===== config.mk =====
export PLATFORM = sky130hd
export DESIGN_NAME = instr_fetch_unit_flat
export DESIGN_NICKNAME = d
export VERILOG_FILES = /design/src/rtl/riscv_pkg.sv /design/src/rtl/instr_fetch_unit_if.sv /design/src/rtl/instr_fetch_unit_sync_fifo.sv /design/src/rtl/instr_fetch_unit.sv /design/src/flat_wrapper.sv
export SDC_FILE = /design/constraint.sdc
export NUM_CORES = 1
export LEC_CHECK = 0
export CAP_MARGIN = 20
export CORE_ASPECT_RATIO = 1.4
export CORE_MARGIN = 5
export CORE_UTILIZATION = 25
export DETAILED_ROUTE_END_ITERATION = 10
export SLEW_MARGIN = 25
export SYNTH_ARGS = -nofsm -noshare
export SYNTH_HDL_FRONTEND = slang
export SYNTH_SLANG_ARGS = --single-unit

===== constraint.sdc =====
create_clock -name clk -period 4.5 [get_ports clk]
set_clock_uncertainty 0.05 [all_clocks]
set_input_delay 0.9 -clock clk [delete_from_list [all_inputs] [get_ports clk]]
set_output_delay 0.9 -clock clk [all_outputs]
set_load 0.005 [all_outputs]

===== src/rtl/riscv_pkg.sv =====
// Shared RV32 constants and types for the instruction fetch front end.
package riscv_pkg;

  localparam int XLEN = 32;
  localparam int ILEN = 32;

  localparam logic [XLEN-1:0] PC_STEP          = 32'd4;
  localparam logic [ILEN-1:0] NOP              = 32'h0000_0013;
  localparam logic [XLEN-1:0] DEFAULT_RESET_PC = 32'h0000_0000;

  typedef struct packed {
    logic [XLEN-1:0] pc;
    logic [ILEN-1:0] instr;
  } fetch_entry_t;

  function automatic logic [XLEN-1:0] align_pc(input logic [XLEN-1:0] pc);
    return pc & ~XLEN'(3);
  endfunction

endpackage


===== src/rtl/instr_fetch_unit_if.sv =====
// Fetch unit bus: redirect input, instruction memory read port, decode handshake.
interface instr_fetch_unit_if
  import riscv_pkg::*;
();

  logic            redirect_valid;
  logic [XLEN-1:0] redirect_pc;

  logic            imem_req;
  logic [XLEN-1:0] imem_addr;
  logic            imem_gnt;
  logic            imem_rvalid;
  logic [ILEN-1:0] imem_rdata;

  logic            out_valid;
  logic [ILEN-1:0] out_instr;
  logic [XLEN-1:0] out_pc;
  logic            out_ready;

  modport master (
    input  redirect_valid, redirect_pc,
    output imem_req, imem_addr,
    input  imem_gnt, imem_rvalid, imem_rdata,
    output out_valid, out_instr, out_pc,
    input  out_ready
  );

  modport slave (
    output redirect_valid, redirect_pc,
    input  imem_req, imem_addr,
    output imem_gnt, imem_rvalid, imem_rdata,
    input  out_valid, out_instr, out_pc,
    output out_ready
  );

endinterface


===== src/rtl/instr_fetch_unit_sync_fifo.sv =====
// Register-based FIFO whose read port shows the head, or the last head seen once it drains.
module sync_fifo #(
  parameter int WIDTH = 64,
  parameter int DEPTH = 4,
  localparam int PTR_W = $clog2(DEPTH),
  localparam int CNT_W = PTR_W + 1
) (
  input  logic             clk,
  input  logic             rst,
  input  logic             push,
  input  logic             pop,
  input  logic             flush,
  input  logic [WIDTH-1:0] wdata,
  output logic [WIDTH-1:0] rdata,
  output logic             full,
  output logic             empty,
  output logic [CNT_W-1:0] count
);

  logic [WIDTH-1:0] mem [DEPTH];
  logic [PTR_W-1:0] wr_ptr;
  logic [PTR_W-1:0] rd_ptr;
  logic [WIDTH-1:0] last_q;
  logic             do_pop;

  assign empty  = (count == '0);
  assign full   = (count == CNT_W'(DEPTH));
  assign do_pop = pop && !empty;
  assign rdata  = empty ? last_q : mem[rd_ptr];

  always_ff @(posedge clk) begin
    if (rst || flush) begin
      wr_ptr <= '0;
      rd_ptr <= '0;
      count  <= '0;
    end else begin
      if (push)   wr_ptr <= wr_ptr + PTR_W'(1);
      if (do_pop) rd_ptr <= rd_ptr + PTR_W'(1);
      case ({push, do_pop})
        2'b10:   count <= count + CNT_W'(1);
        2'b01:   count <= count - CNT_W'(1);
        default: count <= count;
      endcase
    end
  end

  always_ff @(posedge clk) begin
    if (push && !flush) mem[wr_ptr] <= wdata;
  end

  // Shadow of the head so the output holds its last value when the buffer empties.
  always_ff @(posedge clk) begin
    if (rst)         last_q <= '0;
    else if (!empty) last_q <= mem[rd_ptr];
  end

endmodule


===== src/rtl/instr_fetch_unit.sv =====
// Instruction fetch front end: PC generation, credit-limited pipelined imem reads,
// redirect flush with stale-response discard, and a {pc, instr} buffer toward decode.
module instr_fetch_unit
  import riscv_pkg::*;
#(
  parameter int              DEPTH    = 4,
  parameter logic [XLEN-1:0] RESET_PC = DEFAULT_RESET_PC
) (
  input logic                clk,
  input logic                rst,
  instr_fetch_unit_if.master bus
);

  localparam int CNT_W = $clog2(DEPTH) + 1;

  logic [XLEN-1:0]  fetch_pc;
  logic [XLEN-1:0]  resp_pc;
  logic [CNT_W-1:0] outstanding;
  logic [CNT_W-1:0] discard;
  logic             rst_cycle;

  logic [CNT_W-1:0] fifo_count;
  logic [CNT_W:0]   credit_used;
  logic             fifo_push;
  logic             fifo_pop;
  logic             fifo_full;
  logic             fifo_empty;
  logic             gnt_fire;
  fetch_entry_t     push_entry;
  fetch_entry_t     head_entry;

  // Words already in the buffer plus reads in flight may never exceed DEPTH.
  assign credit_used   = {1'b0, fifo_count} + {1'b0, outstanding};
  assign bus.imem_req  = !rst_cycle && !bus.redirect_valid &&
                         (credit_used < (CNT_W+1)'(DEPTH));
  assign bus.imem_addr = fetch_pc;
  assign gnt_fire      = bus.imem_req && bus.imem_gnt;

  assign fifo_push  = bus.imem_rvalid && !bus.redirect_valid && (discard == '0);
  assign fifo_pop   = bus.out_valid && bus.out_ready && !bus.redirect_valid;
  assign push_entry = '{pc: resp_pc, instr: bus.imem_rdata};

  assign bus.out_valid = !fifo_empty;
  assign bus.out_pc    = head_entry.pc;
  assign bus.out_instr = head_entry.instr;

  always_ff @(posedge clk) begin
    rst_cycle <= rst;
    if (rst) begin
      fetch_pc    <= RESET_PC;
      resp_pc     <= RESET_PC;
      outstanding <= '0;
      discard     <= '0;
    end else if (bus.redirect_valid) begin
      fetch_pc    <= align_pc(bus.redirect_pc);
      resp_pc     <= align_pc(bus.redirect_pc);
      outstanding <= outstanding - CNT_W'(bus.imem_rvalid);
      discard     <= outstanding - CNT_W'(bus.imem_rvalid);
    end else begin
      if (gnt_fire) fetch_pc <= fetch_pc + PC_STEP;
      outstanding <= outstanding + CNT_W'(gnt_fire) - CNT_W'(bus.imem_rvalid);
      if (bus.imem_rvalid) begin
        if (discard != '0) discard <= discard - CNT_W'(1);
        else               resp_pc <= resp_pc + PC_STEP;
      end
    end
  end

  sync_fifo #(
    .WIDTH ($bits(fetch_entry_t)),
    .DEPTH (DEPTH)
  ) u_buf (
    .clk   (clk),
    .rst   (rst),
    .push  (fifo_push),
    .pop   (fifo_pop),
    .flush (bus.redirect_valid),
    .wdata (push_entry),
    .rdata (head_entry),
    .full  (fifo_full),
    .empty (fifo_empty),
    .count (fifo_count)
  );

  a_no_push_when_full: assert property (@(posedge clk) disable iff (rst) fifo_push |-> !fifo_full);

endmodule


===== src/flat_wrapper.sv =====
// flat-port wrapper written by rule: the top's interface ports become plain ports
module instr_fetch_unit_flat import riscv_pkg::*;
#(
  parameter int              DEPTH    = 4,
  parameter logic [XLEN-1:0] RESET_PC = DEFAULT_RESET_PC
)
  (clk, rst, bus_redirect_valid, bus_redirect_pc, bus_imem_req, bus_imem_addr, bus_imem_gnt, bus_imem_rvalid, bus_imem_rdata, bus_out_valid, bus_out_instr, bus_out_pc, bus_out_ready);
  instr_fetch_unit_if bus_i ();
  input logic clk;
  input logic rst;
  input wire logic [$bits(bus_i.redirect_valid)-1:0] bus_redirect_valid;
  input wire logic [$bits(bus_i.redirect_pc)-1:0] bus_redirect_pc;
  output wire logic [$bits(bus_i.imem_req)-1:0] bus_imem_req;
  output wire logic [$bits(bus_i.imem_addr)-1:0] bus_imem_addr;
  input wire logic [$bits(bus_i.imem_gnt)-1:0] bus_imem_gnt;
  input wire logic [$bits(bus_i.imem_rvalid)-1:0] bus_imem_rvalid;
  input wire logic [$bits(bus_i.imem_rdata)-1:0] bus_imem_rdata;
  output wire logic [$bits(bus_i.out_valid)-1:0] bus_out_valid;
  output wire logic [$bits(bus_i.out_instr)-1:0] bus_out_instr;
  output wire logic [$bits(bus_i.out_pc)-1:0] bus_out_pc;
  input wire logic [$bits(bus_i.out_ready)-1:0] bus_out_ready;
  assign bus_i.redirect_valid = bus_redirect_valid;
  assign bus_i.redirect_pc = bus_redirect_pc;
  assign bus_imem_req = bus_i.imem_req;
  assign bus_imem_addr = bus_i.imem_addr;
  assign bus_i.imem_gnt = bus_imem_gnt;
  assign bus_i.imem_rvalid = bus_imem_rvalid;
  assign bus_i.imem_rdata = bus_imem_rdata;
  assign bus_out_valid = bus_i.out_valid;
  assign bus_out_instr = bus_i.out_instr;
  assign bus_out_pc = bus_i.out_pc;
  assign bus_i.out_ready = bus_out_ready;
  instr_fetch_unit #(.DEPTH(DEPTH), .RESET_PC(RESET_PC)) u_core (.clk(clk), .rst(rst), .bus(bus_i));
endmodule

Word level (Yosys, flattened, before mapping) --
Memory sizes are Yosys's and may differ from the RTL's. A register that Yosys moved wholly into a read port is not among the register bits. Cells that the tools add are included.
Storage, ports and cells: word-level logic and storage cells 67, output and inout port bits 98, input bits 70, flip-flop bits (word level) 142, memory bits (writable) 256, memories 1
Cells by class: $add $sub $neg 11, order comparisons 1, reductions and logical operators 24, bitwise gates (word level) 1, muxes and demuxes 15, eq/ne operators 3
Memories:
- u_core.u_buf.mem | words 4, width 64, rd ports 1, clocked after Yosys merged registers in 1, wr ports 1, line instr_fetch_unit_sync_fifo.sv:20 | logic [WIDTH-1:0] mem [DEPTH];
Operators by type and width (number):
- 2-to-1 mux 32 bit | 5
- adder 32 x 3 -> 32 bit (second input constant) | 2
- 2-to-1 mux 64 bit | 1
- 2-to-1 mux 3 bit | 4
- logical AND 1 bit | 9
- nonzero test 2 bit | 4
- logical NOT 3 bit | 2
- one-hot mux 3 bit (2 select lines) | 1
- AND reduction 2 bit | 3
- subtractor 3 x 1 -> 3 bit | 2
- subtractor 3 x 1 -> 3 bit (second input constant) | 2
- adder 2 x 1 -> 2 bit (second input constant) | 2
- adder 3 x 3 -> 4 bit | 1
- < comparator 4 x 3 -> 1 bit (second input constant) | 1
- 2-to-1 mux 2 bit | 2
- adder 3 x 1 -> 3 bit | 1
- adder 3 x 1 -> 3 bit (second input constant) | 1
- logical NOT 1 bit | 3
- nonzero test 3 bit | 1
- equality test 2 x 1 -> 1 bit (second input constant) | 1
- equality test 2 bit (second input constant) | 1
- 2-to-1 mux 1 bit | 2
- != test 2 bit (second input constant) | 1
- OR reduction 2 bit | 1
- other kinds (2) | 2

Logic depth before layout (Yosys ltp) --
Gate-level depths: netlist of run 1.
depth in word-level cells 7, depth in mapped cells 11, mapped depth without buffers 11

By module --
Synthesis of run 1 repeated with hierarchy kept, for this count alone.
Unflattened totals: cell total of the unflattened synthesis 1062, area total of the unflattened synthesis 15967.8 um^2
Modules (own cells, without submodules):
- sync_fifo | area an instance 12164.2 um^2, times used 1, sequential area each 9148.8 um^2, cells an instance 591
- instr_fetch_unit | area an instance 3803.6 um^2, times used 1, sequential area each 1341.3 um^2, cells an instance 471

Worst setup path before layout of run 1 --
No wires, ideal clock.
path type input to register, start point input bus_redirect_valid, end point memory u_core.u_buf.mem[0][0] (enable), stages on the path 5, arrival time 3326 ps, slack 697 ps, data required time 4023 ps, path buffers 3, library setup time 427 ps, cell sequence clkbuf_1 inv_1 clkbuf_1 clkbuf_1 and3_1
Between the ends: word-level cells in the longest chain between the ends 6
RTL lines:
- from (decl) | line flat_wrapper.sv:11 | input wire logic [$bits(bus_i.redirect_valid)-1:0] bus_redirect_valid;
- logical NOT 1 bit (*) | line instr_fetch_unit_sync_fifo.sv:48, instr_fetch_unit.sv:39
- logical AND 1 bit (2 in a row) | line instr_fetch_unit.sv:39 | assign fifo_push = bus.imem_rvalid && !bus.redirect_valid && (discard == '0);
- logical AND 1 bit (*) | line instr_fetch_unit_sync_fifo.sv:48 | if (push && !flush) mem[wr_ptr] <= wdata;
- 2-to-1 mux 1 bit (*) | line instr_fetch_unit_sync_fifo.sv:48
- 2-to-1 mux 1 bit (not written as such) (*) | line instr_fetch_unit_sync_fifo.sv:48
- to (decl) | line instr_fetch_unit_sync_fifo.sv:20
Mark *: on every way between the ends. The rest lies on a longest branch, timed or not.

Worst setup path after layout of run 1 --
start point register u_core.u_buf.count[2], end point output bus_out_pc[22]
Between the ends: word-level cells in the longest chain between the ends 2
RTL lines:
- from (decl) | line instr_fetch_unit_sync_fifo.sv:17 | output logic [CNT_W-1:0] count
- from (signal assigned) | line instr_fetch_unit_sync_fifo.sv:40 | 2'b10: count <= count + CNT_W'(1);
- from (signal assigned) | line instr_fetch_unit_sync_fifo.sv:41 | 2'b01: count <= count - CNT_W'(1);
- from (signal assigned) | line instr_fetch_unit_sync_fifo.sv:42 | default: count <= count;
- logical NOT 3 bit | line instr_fetch_unit_sync_fifo.sv:26 | assign empty = (count == '0);
- 2-to-1 mux 64 bit
- to (decl) | line flat_wrapper.sv:20 | output wire logic [$bits(bus_i.out_pc)-1:0] bus_out_pc;
No other way between the ends.

==> results.sh, run 1 <==
export IMPL_drv_slew=0
export IMPL_instances_no_fill=2091
export IMPL_postCtsHoldBufs=0
export IMPL_cap_viol_max_count=0
export IMPL_cp_arrival_ns=2.92
export IMPL_synthDistinctLibCells=61
export IMPL_dp_hpwl_mm=24.9
export IMPL_grt_first_pass_wirelength_mm=58.5
export IMPL_syn_area_per_cell_sq_um=14.8
export IMPL_rsz0062_at_grt="false"
export IMPL_cts_tree="done"
export IMPL_synth_area_leaders="edfxtp_1 (47%), dfxtp_1 (18%), mux4_2 (8.9%), mux2_2 (4.5%), nor2b_1 (2.6%)"
export IMPL_syn_to_final_growth_pct=26.7
export IMPL_synth_top_area_cell="edfxtp_1"
export IMPL_drt_pass1_iterations=5
export IMPL_timing_hold_ws_ns=0.454
export IMPL_synth_seq_area_share_pct=65.4
export IMPL_ir_drop_mv=0.223
export IMPL_numCtsBuffers=43
export IMPL_fin_area_sq_um=19900
export IMPL_antenna_found_initial=0
export IMPL_power_leakage_nw=6.59
export IMPL_endpoint_kind="output port"
export IMPL_worstRegToRegCells=11
export IMPL_r2r_end="u_core.u_buf.count[2]$_SDFFE_PP0P_"
export IMPL_grt_usage_pct=10.9
export IMPL_clk_path_buf_depth=3
export IMPL_overflow=0
export IMPL_fillers=6126
export IMPL_hold_path_end="u_core.u_buf.wr_ptr[1]$_SDFFE_PP0P_"
export IMPL_wl_mm=38.1
export IMPL_first_global_vias=9898
export IMPL_via_count=9292
export IMPL_worstHoldPathType="flop to flop"
export IMPL_startpoint_type="flop"
export IMPL_cts_root_buffer="clkbuf_16"
export IMPL_die_w_um=222
export IMPL_r2r_start="u_core.u_buf.count[2]$_SDFFE_PP0P_"
export IMPL_htreeDepth=2
export IMPL_ff2ff_setup_slack_ns=1.44
export IMPL_status="complete, no violations"
export IMPL_setup_viol=0
export IMPL_max_slew_margin_rel_pct=41.7
export IMPL_start_util_pct=25.2
export IMPL_postPlaceCellArea_sq_um=18400
export IMPL_hold_viol_final=0
export IMPL_worst_pin_slew_ns=0.874
export IMPL_synthArstFlopShare_pct=0
export IMPL_dieArea_sq_um=67900
export IMPL_netlist_instances=1058
export IMPL_synth_seq_cells=388
export IMPL_num_antenna_cells=0
export IMPL_wl_per_cell_um=18.2
export IMPL_mostFrequentLayoutCell="edfxtp_1"
export IMPL_hold_path_cell_count=2
export IMPL_synth_top_flop_cell="edfxtp_1"
export IMPL_fin_crit_sh_pct=86.0
export IMPL_fp_dieH_um=306
export IMPL_timing_final_crit_period_ns=3.87
export IMPL_core_sq_um=62200
export IMPL_path_class="flop to output port"
export IMPL_cts_sinks=388
export IMPL_pin_count=168
export IMPL_cts_setup_buffers=0
export IMPL_layout_nets=1319
export IMPL_critical_path_required_ns=3.55
export IMPL_rows=108
export IMPL_post_synth_top_area_fraction_pct=47.5
export IMPL_fmax_ghz=0.258
export IMPL_synth_edf_count=248
export IMPL_ys_warn_count=0
export IMPL_grt_max_degree=63
export IMPL_cts_resized=0
export IMPL_place_gp_congestion=0.801
export IMPL_powerDensity_nw_per_um2=415
export IMPL_drtIter0Drc=493
export IMPL_insertion_delay_ns=0.56
export IMPL_drive_gt1_share_pct=18.6
export IMPL_crit_fanout=54
export IMPL_drc=0
export IMPL_numPortBuffers=163
export IMPL_place_inst=2012
export IMPL_synth_area_sq_um=15700
export IMPL_clkTransAtPathRegs_ns=0.06
export IMPL_viasPerCell=4.44
export IMPL_power_w=0.00824
export IMPL_finalSetupTns_ns=0
export IMPL_ant_nets=0
export IMPL_hold_start="u_core.u_buf.wr_ptr[1]$_SDFFE_PP0P_"
export IMPL_final_cell_mix="edfxtp_1 (248), clkdlybuf4s50_1 (161), dfxtp_1 (138)"
stage by stage:
stage          setup slack, ns  utilization, %
6_report                 0.631            32.0
5_1_grt                  0.474            32.0
4_1_cts                  0.533            32.0
3_5_place_dp              1.10            29.6
3_3_place_gp              1.10            29.6
2_1_floorplan            0.697               -
how the worst max path moves through the flow:
stage                                  startpoint                                  to  slack, ns  depth (start not counted)
2_1_floorplan                  bus_redirect_valid    u_core.u_buf.mem[0][0]$_DFFE_PP_       0.70                          5
4_1_cts        u_core.u_buf.count[2]$_SDFFE_PP0P_                      bus_out_pc[22]       0.53                          6
5_1_grt        u_core.u_buf.count[1]$_SDFFE_PP0P_                      bus_out_pc[18]       0.47                          6
3_3_place_gp                         bus_imem_gnt    u_core.outstanding[2]$_SDFF_PP0_       1.10                         11
3_5_place_dp                   bus_redirect_valid  u_core.u_buf.count[2]$_SDFFE_PP0P_       1.10                         10
6_report       u_core.u_buf.count[2]$_SDFFE_PP0P_                      bus_out_pc[22]       0.63                          6
layout make-up:
cell class / count / area [sq um] / share of cell area [%]
timing repair buffer: 183 / 1860 / 9.37
sequential: 388 / 10300 / 51.6
clock buffer: 51 / 1160 / 5.82
clock inverter: 28 / 334 / 1.68
multi-input combinational: 575 / 5070 / 25.5
inverter: 41 / 155 / 0.781
tap: 825 / 1030 / 5.19
metal layers:
metal	wire [um]	global-route usage (%)	part of all wire [%]	vias up
met2	18800	18.8	49	277
li1	-	-	-	4326
met3	1990	2.33	5.2	59
met5	0	0	0	-
met4	989	3.56	2.6	0
met1	16300	13.7	43	4630
synth_stat cells, types with 19 or more instances:
master,n
mux4_2,62
nand4_1,22
xor2_1,28
clkbuf_1,38
nor2_1,39
a21boi_0,25
nand2_1,41
a21oi_1,33
mux2_2,63
nor2b_1,66
dfxtp_1,140
inv_1,39
xnor2_1,19
edfxtp_1,248
nand3_1,28
report_power, final:
| part | leakage [nW] | total, W | internal (W) | switching, W |
|---|---|---|---|---|
| Sequential | 3.41 | 0.00399 | 0.00390 | 0.0000930 |
| Combinational | 2.46 | 0.000571 | 0.000304 | 0.000267 |
| Clock | 0.717 | 0.00368 | 0.00220 | 0.00148 |
kinds of logic (layout without fill, tap and decap cells):
group	after synthesis	after routing	synth area share (%)
multiplexers	128	128	13.6
AND/OR/NAND/NOR	271	271	9.76
AO/OA/AOI/OAI	110	110	4.72
buffers and inverters	96	303	2.43
flip-flops	388	388	65.4
adder cells (fa/ha/maj)	17	17	1.45
other	1	2	0.0239
XOR/XNOR	47	47	2.63
critical path, cell delays in order, from the launching register on:
cell and delay [ns]:
dfxtp_1 0.38, nor3_1 0.08, buf_4 0.17, clkinv_2 0.05, buf_4 0.67, mux2_2 0.43
clkdlybuf4s50_1 0.55
registers in the layout (all words and copies together), names as in the netlist, 3 cells and up, named ones only:
register              flops
u_core.u_buf.mem        248
u_core.u_buf.count        3
u_core.u_buf.last_q      64
u_core.outstanding        3
u_core.discard            3
u_core.resp_pc           30
u_core.bus.imem_addr     30
Power figures use the tool's default switching activity.
==> inputs of run 2 (changes only) <==
CORE_MARGIN = default   (was 5)
==> results.sh, run 2 (synthesis gave the netlist of run 1 again) <==
export IMPL_fillers=6089
export IMPL_drt_pass1_iterations=5
export IMPL_timing_final_crit_period_ns=3.97
export IMPL_insertion_delay_ns=0.57
export IMPL_largest_reg_flops=248
export IMPL_wl_met3_mm=1.77
export IMPL_powerDensity_nw_per_um2=405
export IMPL_fin_crit_sh_pct=88.1
export IMPL_ir_drop_mv=0.249
export IMPL_path_class="flop to output port"
export IMPL_startpoint_type="flop"
export IMPL_endpoint_kind="output port"
export IMPL_grt_first_pass_wirelength_mm=57.5
export IMPL_rows=108
export IMPL_first_global_vias=9653
export IMPL_critical_path_required_ns=3.55
export IMPL_grt_max_degree=63
export IMPL_layout_nets=1314
export IMPL_cts_setup_buffers=0
export IMPL_overflow=0
export IMPL_clkTransAtPathRegs_ns=0.06
export IMPL_dp_hpwl_mm=24.6
export IMPL_highest_layer="met5"
export IMPL_regMostFlops="u_core.u_buf.mem"
export IMPL_wl_per_cell_um=18.4
export IMPL_numCtsBuffers=41
export IMPL_worstHoldPathType="flop to flop"
export IMPL_cts_tree="done"
export IMPL_fmax_ghz=0.252
export IMPL_cts_sinks=388
export IMPL_hold_viol_final=0
export IMPL_htreeDepth=2
export IMPL_worst_pin_slew_ns=0.755
export IMPL_wl_mm=38.4
export IMPL_drtIter0Drc=521
export IMPL_final_cell_mix="edfxtp_1 (248), clkdlybuf4s50_1 (161), dfxtp_1 (138)"
export IMPL_syn_to_final_growth_pct=25.7
export IMPL_rsz0062_at_grt="false"
export IMPL_viasPerCell=4.47
export IMPL_core_sq_um=62000
export IMPL_drc=0
export IMPL_antenna_found_initial=1
export IMPL_die_w_um=214
export IMPL_cp_arrival_ns=3.02
export IMPL_met1Wirelength_mm=15.8
export IMPL_drv_slew=0
export IMPL_num_antenna_cells=0
export IMPL_final_util_pct=31.8
export IMPL_ant_nets=0
export IMPL_cts_resized=0
export IMPL_max_slew_margin_rel_pct=49.3
export IMPL_clk_path_buf_depth=3
export IMPL_crit_fanout=42
export IMPL_start_util_pct=25.3
export IMPL_cap_viol_max_count=0
export IMPL_place_gp_congestion=0.780
export IMPL_status="complete, no violations"
export IMPL_wl_met2_mm=19.8
export IMPL_reg_top3="u_core.u_buf.mem: 248 flops, u_core.u_buf.last_q: 64 flops"
export IMPL_cts_root_buffer="clkbuf_16"
export IMPL_fp_dieH_um=298
export IMPL_pin_count=168
export IMPL_dieArea_sq_um=63700
export IMPL_setup_viol=0
export IMPL_numPortBuffers=163
export IMPL_drive_gt1_share_pct=17.8
export IMPL_grt_usage_pct=12.0
export IMPL_postCtsHoldBufs=0
export IMPL_finalSetupTns_ns=0
export IMPL_power_leakage_nw=6.51
export IMPL_mostFrequentLayoutCell="edfxtp_1"
export IMPL_via_count=9310
==> run 2: cell count changes in the layout (fill, tap and decap cells not counted), moves of 3 or more <==
cell        previous run  this run
clkbuf_1               4        12
clkinvlp_4             6         2
bufinv_16              6         3
clkbuf_16             44        41
==> run 2: layout make-up <==
type | instances | area [sq um] | area share [%]
inverters | 41 | 155 | 0.787
multi-input cells | 575 | 5070 | 25.7
clock inverters | 19 | 240 | 1.22
well taps | 825 | 1030 | 5.24
flip-flops and latches | 388 | 10300 | 52.1
repair buffers | 180 | 1830 | 9.27
clock buffers | 57 | 1120 | 5.68
==> run 2: per-layer routing <==
metal	vias to the layer above	track usage [%]
li1	4302	-
met1	4701	14.1
met2	243	21.6
met3	62	2.32
met4	2	4.06
met5	-	0
==> run 2: final timing paths <==
path	cells past startpoint	slack, ns	end	start
max	5	0.53	bus_out_pc[2]	u_core.u_buf.count[0]$_SDFFE_PP0P_
min reg2reg	2	0.45	u_core.u_buf.wr_ptr[1]$_SDFFE_PP0P_	u_core.u_buf.wr_ptr[1]$_SDFFE_PP0P_
max reg2reg	10	1.53	u_core.u_buf.count[2]$_SDFFE_PP0P_	u_core.u_buf.count[0]$_SDFFE_PP0P_
min	2	0.45	u_core.u_buf.wr_ptr[1]$_SDFFE_PP0P_	u_core.u_buf.wr_ptr[1]$_SDFFE_PP0P_
==> run 2: critical path, cell delays in order, from the launching register on <==
cell and delay, ns:
dfxtp_1 0.35, nor3_1 0.63, clkinv_2 0.13, buf_4 0.38, mux2_2 0.33, clkdlybuf4s50_1 0.63
==> run 2: per-stage QoR <==
step | area [sq um] | hold slack (ns) | power [W] | std cells | setup slack [ns]
3_5_place_dp | 18300 | 0.444 | 0.00465 | 2009 | 0.988
6_report | 19700 | 0.451 | 0.00798 | 2085 | 0.533
4_1_cts | 19700 | 0.454 | 0.00812 | 2085 | 0.380
3_3_place_gp | 18300 | 0.438 | 0.00463 | 2009 | 1.03
2_1_floorplan | 15700 | 0.419 | 0.00434 | 1059 | 0.697
5_1_grt | 19700 | 0.472 | 0.00830 | 2085 | 0.298
==> run 2: report_power, final <==
part | internal [W] | switching (W)
Sequential | 0.00390 | 0.0000942
Clock | 0.00195 | 0.00146
Combinational | 0.000302 | 0.000269
